File: config.mk
export PLATFORM = sky130hd
export DESIGN_NAME = mult_seq_flat
export DESIGN_NICKNAME = d
export VERILOG_FILES = /design/src/rtl/mult_seq_if.sv /design/src/rtl/mult_seq.sv /design/src/flat_wrapper.sv
export SDC_FILE = /design/constraint.sdc
export NUM_CORES = 1
export LEC_CHECK = 0
export ABC_AREA = 1
export CORE_MARGIN = 2
export CORE_UTILIZATION = 42
export DETAILED_ROUTE_END_ITERATION = 8
export PLACE_DENSITY_LB_ADDON = 0.08
export SLEW_MARGIN = 20
export SYNTH_ARGS = -nofsm -noshare
export SYNTH_HDL_FRONTEND = slang
export SYNTH_SLANG_ARGS = --single-unit
File: constraint.sdc
create_clock -name clk -period 2.1 [get_ports clk]
set_input_delay 0.63 -clock clk [delete_from_list [all_inputs] [get_ports clk]]
set_output_delay 0.63 -clock clk [all_outputs]
set_load 0.005 [all_outputs]
File: src/rtl/mult_seq_if.sv
// Request/result bus between a multicycle controller and the shift-add multiplier.
// The controller owns the master side; mult_seq owns the slave side.
interface mult_seq_if #(
    parameter int unsigned WIDTH = 32
);
    logic             start;
    logic [WIDTH-1:0] multiplicand;
    logic [WIDTH-1:0] multiplier;
    logic             busy;
    logic             done;
    logic [WIDTH-1:0] hi;
    logic [WIDTH-1:0] lo;

    modport master (
        output start,
        output multiplicand,
        output multiplier,
        input  busy,
        input  done,
        input  hi,
        input  lo
    );

    modport slave (
        input  start,
        input  multiplicand,
        input  multiplier,
        output busy,
        output done,
        output hi,
        output lo
    );
endinterface

File: src/rtl/mult_seq.sv
// Unsigned WIDTH x WIDTH -> 2*WIDTH iterative shift-add multiplier (MIPS multu into HI/LO).
// Borrows the shared combinational ALU as its adder: one partial-product add per clock.
module mult_seq #(
    parameter int unsigned WIDTH = 32
) (
    input  logic             clk,
    input  logic             reset_n,
    mult_seq_if.slave        bus,
    output logic [WIDTH-1:0] alu_in0,
    output logic [WIDTH-1:0] alu_in1,
    output logic [3:0]       alu_operation,
    input  logic [WIDTH-1:0] alu_out
);
    localparam int unsigned CNT_W    = 5;
    localparam int unsigned LAST_IT  = 31;
    localparam logic [3:0]  ALU_AND  = 4'b0000;
    localparam logic [3:0]  ALU_ADD  = 4'b0010;

    typedef enum logic [1:0] {
        IDLE = 2'd0,
        RUN  = 2'd1,
        DONE = 2'd2
    } state_t;

    state_t             state, state_n;
    logic [WIDTH-1:0]   mcand, mcand_n;
    logic [WIDTH-1:0]   hi, hi_n;
    logic [WIDTH-1:0]   lo, lo_n;
    logic [CNT_W-1:0]   count, count_n;
    logic               busy, busy_n;
    logic               done, done_n;
    logic               carry;

    // State and datapath registers; reset aborts any multiply in flight.
    always_ff @(posedge clk) begin
        if (!reset_n) begin
            state <= IDLE;
            mcand <= '0;
            hi    <= '0;
            lo    <= '0;
            count <= '0;
            busy  <= 1'b0;
            done  <= 1'b0;
        end else begin
            state <= state_n;
            mcand <= mcand_n;
            hi    <= hi_n;
            lo    <= lo_n;
            count <= count_n;
            busy  <= busy_n;
            done  <= done_n;
        end
    end

    // Next-state, register updates and ALU drive.
    always_comb begin
        state_n       = state;
        mcand_n       = mcand;
        hi_n          = hi;
        lo_n          = lo;
        count_n       = count;
        busy_n        = 1'b0;
        done_n        = 1'b0;
        alu_in0       = '0;
        alu_in1       = '0;
        alu_operation = ALU_AND;
        carry         = 1'b0;

        unique case (state)
            IDLE: begin
                if (bus.start) begin
                    mcand_n = bus.multiplicand;
                    hi_n    = '0;
                    lo_n    = bus.multiplier;
                    count_n = '0;
                    state_n = RUN;
                    busy_n  = 1'b1;
                end
            end

            RUN: begin
                alu_operation = ALU_ADD;
                alu_in0       = hi;
                alu_in1       = lo[0] ? mcand : '0;
                // Adder wrapped iff the sum is below an addend; no add means no carry.
                carry         = lo[0] & (alu_out < hi);
                hi_n          = {carry, alu_out[WIDTH-1:1]};
                lo_n          = {alu_out[0], lo[WIDTH-1:1]};
                count_n       = count + CNT_W'(1);
                busy_n        = 1'b1;
                if (count == CNT_W'(LAST_IT)) begin
                    state_n = DONE;
                    done_n  = 1'b1;
                end
            end

            DONE: begin
                state_n = IDLE;
            end

            default: begin
                state_n = IDLE;
            end
        endcase
    end

    assign bus.busy = busy;
    assign bus.done = done;
    assign bus.hi   = hi;
    assign bus.lo   = lo;
endmodule

File: src/flat_wrapper.sv
// flat-port wrapper written by rule: the top's interface ports become plain ports
module mult_seq_flat 
#(
    parameter int unsigned WIDTH = 32
)
  (clk, reset_n, alu_in0, alu_in1, alu_operation, alu_out, bus_start, bus_multiplicand, bus_multiplier, bus_busy, bus_done, bus_hi, bus_lo);
  mult_seq_if #(.WIDTH(WIDTH)) bus_i ();
  input  logic clk;
  input  logic reset_n;
  output logic [WIDTH-1:0] alu_in0;
  output logic [WIDTH-1:0] alu_in1;
  output logic [3:0] alu_operation;
  input  logic [WIDTH-1:0] alu_out;
  input wire logic [$bits(bus_i.start)-1:0] bus_start;
  input wire logic [$bits(bus_i.multiplicand)-1:0] bus_multiplicand;
  input wire logic [$bits(bus_i.multiplier)-1:0] bus_multiplier;
  output wire logic [$bits(bus_i.busy)-1:0] bus_busy;
  output wire logic [$bits(bus_i.done)-1:0] bus_done;
  output wire logic [$bits(bus_i.hi)-1:0] bus_hi;
  output wire logic [$bits(bus_i.lo)-1:0] bus_lo;
  assign bus_i.start = bus_start;
  assign bus_i.multiplicand = bus_multiplicand;
  assign bus_i.multiplier = bus_multiplier;
  assign bus_busy = bus_i.busy;
  assign bus_done = bus_i.done;
  assign bus_hi = bus_i.hi;
  assign bus_lo = bus_i.lo;
  mult_seq #(.WIDTH(WIDTH)) u_core (.clk(clk), .reset_n(reset_n), .bus(bus_i), .alu_in0(alu_in0), .alu_in1(alu_in1), .alu_operation(alu_operation), .alu_out(alu_out));
endmodule
Word level (Yosys, flattened, before mapping). Cells that the tools add are included.

Register bits: 105. Bits in latches: 0. Memory bits (writable): 0. Bits in read-only memories: 0. Bits of input ports: 99. Logic and storage cells: 36. Memories kept: 0.

Add/subtract/negate cells: 1. $mul: 0. Divide/modulo/power cells: 0. $lt $le $gt $ge: 1. Equal/unequal tests: 4. Shifts and indexed selects: 0. Muxes and demuxes: 16. Bitwise logic cells: 1. Reductions and logical operators: 6.

Operators by type and width (number): two-way mux 32 bit (5); one-hot mux 32 bit (2 select lines) (2); < comparator 32 bit (1); one-hot mux 5 bit (2 select lines) (1); AND reduction 2 bit (4); two-way mux 2 bit (3); adder 5 x 1 -> 5 bit, second input constant (1); == test 5 bit, second input constant (1); two-way mux 5 bit (1); one-hot mux 2 bit (2 select lines) (1); == test 2 x 1 -> 1 bit, second input constant (1); logical NOT 2 bit (1); two-way mux 1 bit (2); != test 2 x 1 -> 1 bit, second input constant (1); != test 2 bit, second input constant (1); one-hot mux 1 bit (2 select lines) (1); nonzero test 2 bit (1); AND 1 bit (1).

Longest topological paths before layout. Gate-level depths: netlist of the first run.

Word-level depth: 3. Depth in mapped cells: 13. Mapped depth without buffers: 13.

Worst setup path before layout of the first run. No wires, ideal clock.

Kind: reg2out. From: register u_core.state[1]. To: output alu_in1[11]. Arrival: 1.090 ns. Setup slack: 0.380 ns. Stages on the path, launching flop included: 6. Cells stage by stage: dfxtp_1 -> nor2_4 -> inv_1 -> buf_2 -> buf_1 -> nor2_1.

Longest elaborated chain between the ends: 2.

RTL lines: start: declaration (RTL line mult_seq.sv:25) `state_t state, state_n;`; start signal: assignment (RTL line mult_seq.sv:45) `state <= state_n;`; == test 2 x 1 -> 1 bit (RTL line mult_seq.sv:69) `unique case (state)`; two-way mux 32 bit (RTL line mult_seq.sv:69); end: declaration (RTL line flat_wrapper.sv:11) `output logic [WIDTH-1:0] alu_in1;`.

No other way between the ends.

Worst setup path in the final report of the first run.
From: register u_core.lo[0], in the netlist u_core.bus.lo[0]. To: output bus_lo[0].

RTL lines: start: declaration (RTL line mult_seq.sv:28) `logic [WIDTH-1:0] lo, lo_n;`; start signal: assignment (RTL line mult_seq.sv:48) `lo <= lo_n;`; end: declaration (RTL line flat_wrapper.sv:20) `output wire logic [$bits(bus_i.lo)-1:0] bus_lo;`.

No word-level cell between the ends.

==> impl_metrics.xml, run 1 <==
<?xml version="1.0" encoding="UTF-8"?>
<metrics>
  <group name="cells_and_area">
    <metric name="layout.cells.most_common" unit="">sky130_fd_sc_hd__nand2_1</metric>
    <metric name="area_of_combinational_cells_with_multiple_inputs" unit="mm2">0.002663</metric>
    <metric name="layout.area.seq" unit="mm2">0.002108</metric>
    <metric name="final_util" unit="%">66.23</metric>
    <metric name="fillCellCount" unit="">1132</metric>
    <metric name="drive_gt1_share" unit="%">10.79</metric>
    <metric name="flow.area_growth_from_synthesis" unit="%">53.04</metric>
    <metric name="layout.nets" unit="">1120</metric>
    <metric name="antenna_cells_inserted" unit="">0</metric>
    <metric name="final_cell_mix" unit="">227 x sky130_fd_sc_hd__nand2_1, 163 x sky130_fd_sc_hd__clkdlybuf4s50_1, 122 x sky130_fd_sc_hd__nor2_1, 102 x sky130_fd_sc_hd__dfxtp_1, 75 x sky130_fd_sc_hd__inv_1</metric>
  </group>
  <group name="cts">
    <metric name="cts-root-to-sink-buffers" unit="">2</metric>
    <metric name="clk_transition_reported_paths" unit="ns">0.06</metric>
    <metric name="htree_levels" unit="">3</metric>
    <metric name="clock_latency" unit="ns">0.35</metric>
    <metric name="tritoncts_num_sinks" unit="">105</metric>
    <metric name="tritoncts" unit="">done</metric>
    <metric name="root_buffer" unit="">sky130_fd_sc_hd__clkbuf_16</metric>
    <metric name="hold_fix_buffers_at_cts" unit="">0</metric>
    <metric name="cts_buffers" unit="">9</metric>
  </group>
  <group name="critical_path">
    <metric name="crit_arrival" unit="ns">1.42</metric>
    <metric name="crit_type" unit="">flip-flop to primary output</metric>
    <metric name="crit_path_top_delay_cell" unit="">sky130_fd_sc_hd__clkdlybuf4s50_1</metric>
    <metric name="critPathTopFamily" unit="">buffers and inverters</metric>
    <metric name="slowest_delay" unit="ns">0.53</metric>
    <metric name="cp_cell_sequence" unit="">buf_12, clkdlybuf4s50_1</metric>
    <metric name="endpoint_kind" unit="">primary output</metric>
    <metric name="worstSetupStartpointType" unit="">flip-flop</metric>
    <metric name="cp.required" unit="ns">1.47</metric>
    <metric name="cp.buffers_inverters" unit="">2</metric>
    <metric name="crit_fanout" unit="">17</metric>
  </group>
  <group name="worst_hold_path">
    <metric name="worst_hold_path_type" unit="">flip-flop to flip-flop</metric>
  </group>
  <group name="timing">
    <metric name="timing.setup.tns" unit="ns">0</metric>
    <metric name="fmax" unit="GHz">0.4883</metric>
    <metric name="finalHoldViolations" unit="">0</metric>
    <metric name="period_needed" unit="ns">2.048</metric>
    <metric name="timing_max_transition_violations_final" unit="">0</metric>
    <metric name="rsz_0062_raised_after_global_routing" unit="">true</metric>
    <metric name="setup_violations" unit="">0</metric>
    <metric name="fin_crit_sh" unit="%">97.51</metric>
    <metric name="fin_skew" unit="ns">0.008280</metric>
  </group>
  <group name="detailed_routing">
    <metric name="drt-pass1-iter-count" unit="">4</metric>
    <metric name="drc" unit="">0</metric>
    <metric name="routed_via_density" unit="">4.677</metric>
    <metric name="ant_nets" unit="">0</metric>
    <metric name="number_of_vias_in_the_routed_layout" unit="">5425</metric>
    <metric name="totalWireLength" unit="um">15270</metric>
    <metric name="wl_per_cell" unit="um">13.16</metric>
    <metric name="drt-initial-drc-count" unit="">251</metric>
  </group>
  <group name="yosys">
    <metric name="synth_area_leader_cell" unit="">sky130_fd_sc_hd__dfxtp_1</metric>
    <metric name="sequential_area_share_after_synthesis" unit="%">40.27</metric>
    <metric name="avgSynthCellArea" unit="um2">6.762</metric>
    <metric name="yosys-top-cells-area" unit="">sky130_fd_sc_hd__dfxtp_1 40%, sky130_fd_sc_hd__nand2_1 16%, sky130_fd_sc_hd__nor2_1 10%</metric>
    <metric name="synth-warning-count" unit="">0</metric>
    <metric name="netlist_instances" unit="">772</metric>
    <metric name="synth_cell_types" unit="">23</metric>
    <metric name="yosysTopAreaCellShare" unit="%">40.27</metric>
    <metric name="yosys_register_bits" unit="">105</metric>
    <metric name="syn_area" unit="mm2">0.005220</metric>
  </group>
  <group name="power_and_ir_drop">
    <metric name="vdd_drop_max" unit="uV">394.5</metric>
    <metric name="power_density" unit="mW/mm2">635.4</metric>
    <metric name="power.leakage" unit="nW">3.601</metric>
  </group>
  <group name="global_route">
    <metric name="antenna_found_initial" unit="">0</metric>
    <metric name="grt_max_usage_layer" unit="">met2</metric>
    <metric name="gr-usage-met2" unit="%">38.44</metric>
    <metric name="globalRoute.totalOverflow" unit="">0</metric>
    <metric name="grt_max_degree" unit="">45</metric>
    <metric name="groute.usage.overall" unit="%">22.81</metric>
    <metric name="grt_pass1_wl" unit="um">24210</metric>
    <metric name="groute.layer.met3.usage" unit="%">5.439</metric>
    <metric name="grt_pass1_vias" unit="">4979</metric>
    <metric name="grt_met1_usage" unit="%">28.51</metric>
  </group>
  <group name="floorplan">
    <metric name="core.rowCount" unit="">40</metric>
    <metric name="chipWidth" unit="um">115.5</metric>
    <metric name="core_area" unit="mm2">0.01206</metric>
    <metric name="floorplan.initialDensity" unit="%">43.28</metric>
    <metric name="die_area" unit="mm2">0.01334</metric>
    <metric name="die_h" unit="um">115.5</metric>
    <metric name="top_level_ports" unit="">233</metric>
  </group>
  <group name="placement">
    <metric name="dp.final_hpwl" unit="um">10500</metric>
    <metric name="finalWeightedCongestion" unit="">0.7993</metric>
    <metric name="port-buffer-count" unit="">229</metric>
  </group>
  <group name="outcome">
    <metric name="outcome" unit="">complete, no violations</metric>
  </group>
  <group name="flow_run">
    <metric name="cap_viol_max_count" unit="">0</metric>
  </group>
</metrics>
==> worst reg2reg max path: cells and delay by family, from the launching register on <==
kind / cells / cell delay, ns
buffers and inverters: 6 / 1.03
DFF: 1 / 0.32
and+or+nand+nor: 3 / 0.26
AOI/OAI and AO/OA: 1 / 0.15
==> final timing paths <==
path,from,endpoint,slack [ns],cells after the start
worst max register to register,u_core.state[0],u_core.bus.lo[22],0.28,10
worst max-delay path,u_core.bus.lo[0],bus_lo[0],0.05,2
worst min register to register,u_core.count[3],u_core.count[3],0.47,2
worst min-delay path,u_core.count[3],u_core.count[3],0.47,2
==> repair_timing <==
action,in CTS,in global routing
buffers inserted,3,1
setup endpoints to repair,65,20
resized for setup,187,35
cloned,3,0
pin swaps,0,1
==> synth_stat cells, drive strengths merged <==
cell type	count
buf	26
ha	33
nand2	227
nand3	3
nor2	142
a31oi	1
conb	1
a221oi	1
inv	79
a22oi	30
a21oi	53
clkbuf	24
o21a	1
dfxtp	105
nand4	2
nor3	5
o211ai	1
o21ai	38
==> layout make-up <==
type | count | area share [%]
Multi-Input combinational cell | 540 | 33.33
Timing Repair Buffer | 253 | 29.96
Sequential cell | 105 | 26.39
Inverter | 79 | 3.743
Clock buffer | 13 | 3.508
Tap cell | 168 | 2.631
Clock inverter | 2 | 0.4385
==> registers in the layout, summed over array words and instances, names as in the netlist <==
signal,count
u_core.bus.hi,32
u_core.bus.lo,32
u_core.mcand,32
u_core.count,5
u_core.state,2
u_core.bus.busy,1
u_core.bus.done,1
==> through the flow <==
| step | hold slack, ns | std cells | setup slack (ns) | power, mW | cell area, um2 |
|---|---|---|---|---|---|
| 2_1_floorplan | 0.4435 | 774 | 0.3798 | 2.758 | 5228 |
| 3_3_place_gp | 0.4536 | 1139 | -0.06423 | 3.287 | 7686 |
| 3_5_place_dp | 0.4565 | 1139 | -0.09467 | 3.296 | 7686 |
| 4_1_cts | 0.4673 | 1160 | -0.1889 | 5.123 | 7964 |
| 5_1_grt | 0.4933 | 1160 | -0.01958 | 5.347 | 7989 |
| 6_report | 0.4699 | 1160 | 0.05225 | 5.076 | 7989 |
==> power breakdown <==
| part | internal (mW) | switching [mW] | leakage (nW) |
|---|---|---|---|
| Combinational | 0.565 | 0.518 | 2.58 |
| Sequential | 2.12 | 0.0875 | 0.864 |
| Clock | 1.05 | 0.735 | 0.158 |
| Total | 3.74 | 1.34 | 3.60 |
==> cells by family after synthesis <==
kind of cell | after synthesis | synth area share [%]
compound gates | 125 | 13.61
fa+ha+maj | 33 | 7.910
buf+inv | 129 | 10.21
flops | 105 | 40.27
other cells | 1 | 0.07184
simple gates | 379 | 27.92
==> layer usage <==
layer,vias to the layer above,part of all wire (%)
met5,-,0
li1,2843,-
met4,0,2.0
met3,21,7.1
met1,2407,44
met2,154,47
(Power assumes the default switching activity.)
==> inputs of run 2 (changes only) <==
--- a/config.mk
+++ b/config.mk
@@ -6,10 +6,12 @@
 export NUM_CORES = 1
 export LEC_CHECK = 0
 export ABC_AREA = 1
+export CAP_MARGIN = 10
 export CORE_MARGIN = 2
 export CORE_UTILIZATION = 42
 export DETAILED_ROUTE_END_ITERATION = 8
-export PLACE_DENSITY_LB_ADDON = 0.08
+export PLACE_DENSITY = 0.87
+export SETUP_SLACK_MARGIN = 0.05
 export SLEW_MARGIN = 20
 export SYNTH_ARGS = -nofsm -noshare
 export SYNTH_HDL_FRONTEND = slang
==> run 2 against run 1 <==
Net effect: hold slack gained 0.0056 ns; largest power group unchanged; die area unchanged; non-clock buffer count is 1 lower; critical endpoint is now alu_in0[12]; clock-buffer cell count up 2; sequential share of layout area grew 0.076 points; critical path depth increased by 3; worst setup slack worse by 0.023 ns; register-to-register slack worse by 0.09 ns.
==> impl_metrics.xml, run 2 (synthesized netlist as in run 1, its figures left out) <==
<?xml version="1.0" encoding="UTF-8"?>
<metrics>
  <group name="outcome">
    <metric name="outcome" unit="">complete, no violations</metric>
  </group>
  <group name="cells_and_area">
    <metric name="drive_gt1_share" unit="%">8.569</metric>
    <metric name="layout.cells.most_common" unit="">sky130_fd_sc_hd__nand2_1</metric>
    <metric name="final_design_area_no_fill" unit="mm2">0.007961</metric>
    <metric name="reg_top3" unit="">u_core.bus.hi x32, u_core.bus.lo x32, u_core.mcand x32</metric>
    <metric name="final_cell_mix" unit="">227 x sky130_fd_sc_hd__nand2_1, 162 x sky130_fd_sc_hd__clkdlybuf4s50_1, 134 x sky130_fd_sc_hd__nor2_1, 103 x sky130_fd_sc_hd__dfxtp_1, 75 x sky130_fd_sc_hd__inv_1</metric>
    <metric name="flow.area_growth_from_synthesis" unit="%">52.52</metric>
    <metric name="layout.nets" unit="">1119</metric>
    <metric name="antenna_cells_inserted" unit="">0</metric>
  </group>
  <group name="power_and_ir_drop">
    <metric name="power.share.clock" unit="%">33.7</metric>
    <metric name="seq_power_share" unit="%">44.4</metric>
    <metric name="p_switching" unit="mW">1.360</metric>
    <metric name="comb_power_share" unit="%">21.9</metric>
    <metric name="power.leakage" unit="nW">3.602</metric>
    <metric name="vdd_drop_max" unit="uV">764.2</metric>
    <metric name="power_density" unit="mW/mm2">626.1</metric>
    <metric name="power.switching_fraction" unit="%">27.29</metric>
    <metric name="cellInternalPower" unit="mW">3.624</metric>
  </group>
  <group name="timing">
    <metric name="fmax" unit="GHz">0.4829</metric>
    <metric name="timing_max_transition_violations_final" unit="">0</metric>
    <metric name="max-slew-margin-rel" unit="%">66.60</metric>
    <metric name="rsz_0062_raised_after_global_routing" unit="">true</metric>
    <metric name="fin_skew" unit="ns">0.006324</metric>
    <metric name="period_needed" unit="ns">2.071</metric>
    <metric name="fin_crit_sh" unit="%">98.61</metric>
    <metric name="finalHoldViolations" unit="">0</metric>
    <metric name="setup_violations" unit="">0</metric>
    <metric name="hold_slack" unit="ns">0.4754</metric>
    <metric name="worst_slew_pin_slew" unit="ns">0.5009</metric>
  </group>
  <group name="floorplan">
    <metric name="floorplan.initialDensity" unit="%">43.28</metric>
    <metric name="top_level_ports" unit="">233</metric>
    <metric name="core.rowCount" unit="">40</metric>
    <metric name="die_area" unit="mm2">0.01334</metric>
    <metric name="core_area" unit="mm2">0.01206</metric>
    <metric name="die_h" unit="um">115.5</metric>
    <metric name="chipWidth" unit="um">115.5</metric>
  </group>
  <group name="cts">
    <metric name="tritoncts" unit="">done</metric>
    <metric name="cts-root-to-sink-buffers" unit="">2</metric>
    <metric name="clk_transition_reported_paths" unit="ns">0.07</metric>
    <metric name="root_buffer" unit="">sky130_fd_sc_hd__clkbuf_16</metric>
    <metric name="cts_buffers" unit="">9</metric>
    <metric name="htree_levels" unit="">3</metric>
    <metric name="clock_latency" unit="ns">0.35</metric>
    <metric name="tritoncts_num_sinks" unit="">105</metric>
  </group>
  <group name="global_route">
    <metric name="grt_pass1_vias" unit="">5143</metric>
    <metric name="globalRoute.totalOverflow" unit="">0</metric>
    <metric name="grt_pass1_wl" unit="um">24910</metric>
    <metric name="antenna_found_initial" unit="">0</metric>
    <metric name="groute.usage.overall" unit="%">23.61</metric>
    <metric name="grt_max_degree" unit="">47</metric>
  </group>
  <group name="detailed_routing">
    <metric name="drt-initial-drc-count" unit="">368</metric>
    <metric name="totalWireLength" unit="um">16350</metric>
    <metric name="wl_per_cell" unit="um">14.10</metric>
    <metric name="ant_nets" unit="">0</metric>
    <metric name="drc" unit="">0</metric>
    <metric name="number_of_vias_in_the_routed_layout" unit="">5594</metric>
    <metric name="drt-pass1-iter-count" unit="">5</metric>
    <metric name="routed_via_density" unit="">4.822</metric>
  </group>
  <group name="placement">
    <metric name="placement_cell_area" unit="mm2">0.007686</metric>
    <metric name="port-buffer-count" unit="">229</metric>
    <metric name="finalWeightedCongestion" unit="">0.8695</metric>
    <metric name="dp.final_hpwl" unit="um">11120</metric>
  </group>
  <group name="critical_path">
    <metric name="cp_cell_sequence" unit="">nor2_4, inv_6, buf_12, nor2_1, dlygate4sd2_1</metric>
    <metric name="crit_path_top_delay_cell" unit="">sky130_fd_sc_hd__dfxtp_1</metric>
    <metric name="timing.rr.start" unit="">u_core.state[1]</metric>
    <metric name="crit_arrival" unit="ns">1.44</metric>
    <metric name="cp.required" unit="ns">1.47</metric>
    <metric name="crit_fanout" unit="">15</metric>
    <metric name="reg2regPathDepth" unit="">9</metric>
    <metric name="timing.critical_path.from" unit="">u_core.state[1]</metric>
    <metric name="slowest_delay" unit="ns">0.34</metric>
    <metric name="endpoint_kind" unit="">primary output</metric>
    <metric name="worstSetupStartpointType" unit="">flip-flop</metric>
    <metric name="crit_type" unit="">flip-flop to primary output</metric>
  </group>
  <group name="worst_hold_path">
    <metric name="worst_hold_path_type" unit="">flip-flop to flip-flop</metric>
    <metric name="hp-start" unit="">u_core.count[3]</metric>
    <metric name="holdPathStages" unit="">2</metric>
  </group>
  <group name="flow_run">
    <metric name="cap_viol_max_count" unit="">0</metric>
  </group>
</metrics>
-- run 2: cell types whose count changed in the layout (fill, tap and decap cells not counted), moves of 2 or more --
cell,previous run,this run
sky130_fd_sc_hd__dlygate4sd2_1,16,30
sky130_fd_sc_hd__nor2_2,13,6
sky130_fd_sc_hd__buf_6,3,1
sky130_fd_sc_hd__nor2_4,7,2
sky130_fd_sc_hd__nor2_1,122,134
sky130_fd_sc_hd__buf_2,35,5
sky130_fd_sc_hd__clkbuf_1,0,2
sky130_fd_sc_hd__clkbuf_2,5,23
sky130_fd_sc_hd__clkdlybuf4s15_2,0,5
sky130_fd_sc_hd__clkdlybuf4s15_1,9,3
-- run 2: worst max-delay path, delay by kind of cell, from the launching register on --
| kind | cells | cell delay (ns) |
|---|---|---|
| buffers and inverters | 3 | 0.50 |
| DFF | 1 | 0.34 |
| and+or+nand+nor | 2 | 0.26 |
-- run 2: power by group through the flow --
stage	sequential [mW]	combinational [mW]	clock (mW)
2_1_floorplan	2.25	0.513	0
3_3_place_gp	2.25	1.02	0
3_5_place_dp	2.25	1.05	0
4_1_cts	2.21	1.09	1.72
5_1_grt	2.23	1.21	1.80
6_report	2.21	1.09	1.68
-- run 2: layer usage --
layer / GRT usage [%] / wire length, um
met5: 0 / 0
met4: 7.068 / 312
met3: 7.793 / 1209
met2: 40.51 / 8141
met1: 28.12 / 6691
-- run 2: cell type report --
type / count / area (um2)
Sequential cell: 105 / 2107
Multi-Input combinational cell: 540 / 2608
Timing Repair Buffer: 252 / 2440
Clock buffer: 15 / 287.8
Clock inverter: 1 / 7.507
Tap cell: 168 / 210.2
Inverter: 79 / 301.5
Fill cell: 1090 / 4100
-- run 2: repair_timing --
| action | 4_1_cts | 5_1_grt |
|---|---|---|
| pin swaps | 1 | 1 |
| gates resized for setup | 92 | 60 |
| setup endpoints to repair | 66 | 65 |
| endpoints found under the hold margin | 0 | 0 |
| hold buffers | 0 | 0 |
| cloned | 3 | 1 |
| buffers inserted | 1 | 0 |
-- run 2: worst paths after layout --
kind / endpoint / slack [ns]
setup / recovery: alu_in0[12] / 0.03
hold / removal: u_core.count[3] / 0.48
setup reg to reg: u_core.bus.hi[17] / 0.19
hold reg to reg: u_core.count[3] / 0.48
-- run 2: through the flow --
| step | setup TNS (ns) | power, mW | setup slack (ns) | util, % | cells |
|---|---|---|---|---|---|
| 5_1_grt | -0.9827 | 5.233 | -0.05081 | 66.01 | 1160 |
| 3_5_place_dp | -0.1224 | 3.301 | -0.1224 | 63.72 | 1139 |
| 2_1_floorplan | 0 | 2.758 | 0.3798 | - | 774 |
| 6_report | 0 | 4.984 | 0.02923 | 66.01 | 1160 |
| 4_1_cts | -0.05317 | 5.019 | -0.01510 | 66.42 | 1159 |
| 3_3_place_gp | -0.05425 | 3.275 | -0.05425 | 63.72 | 1139 |
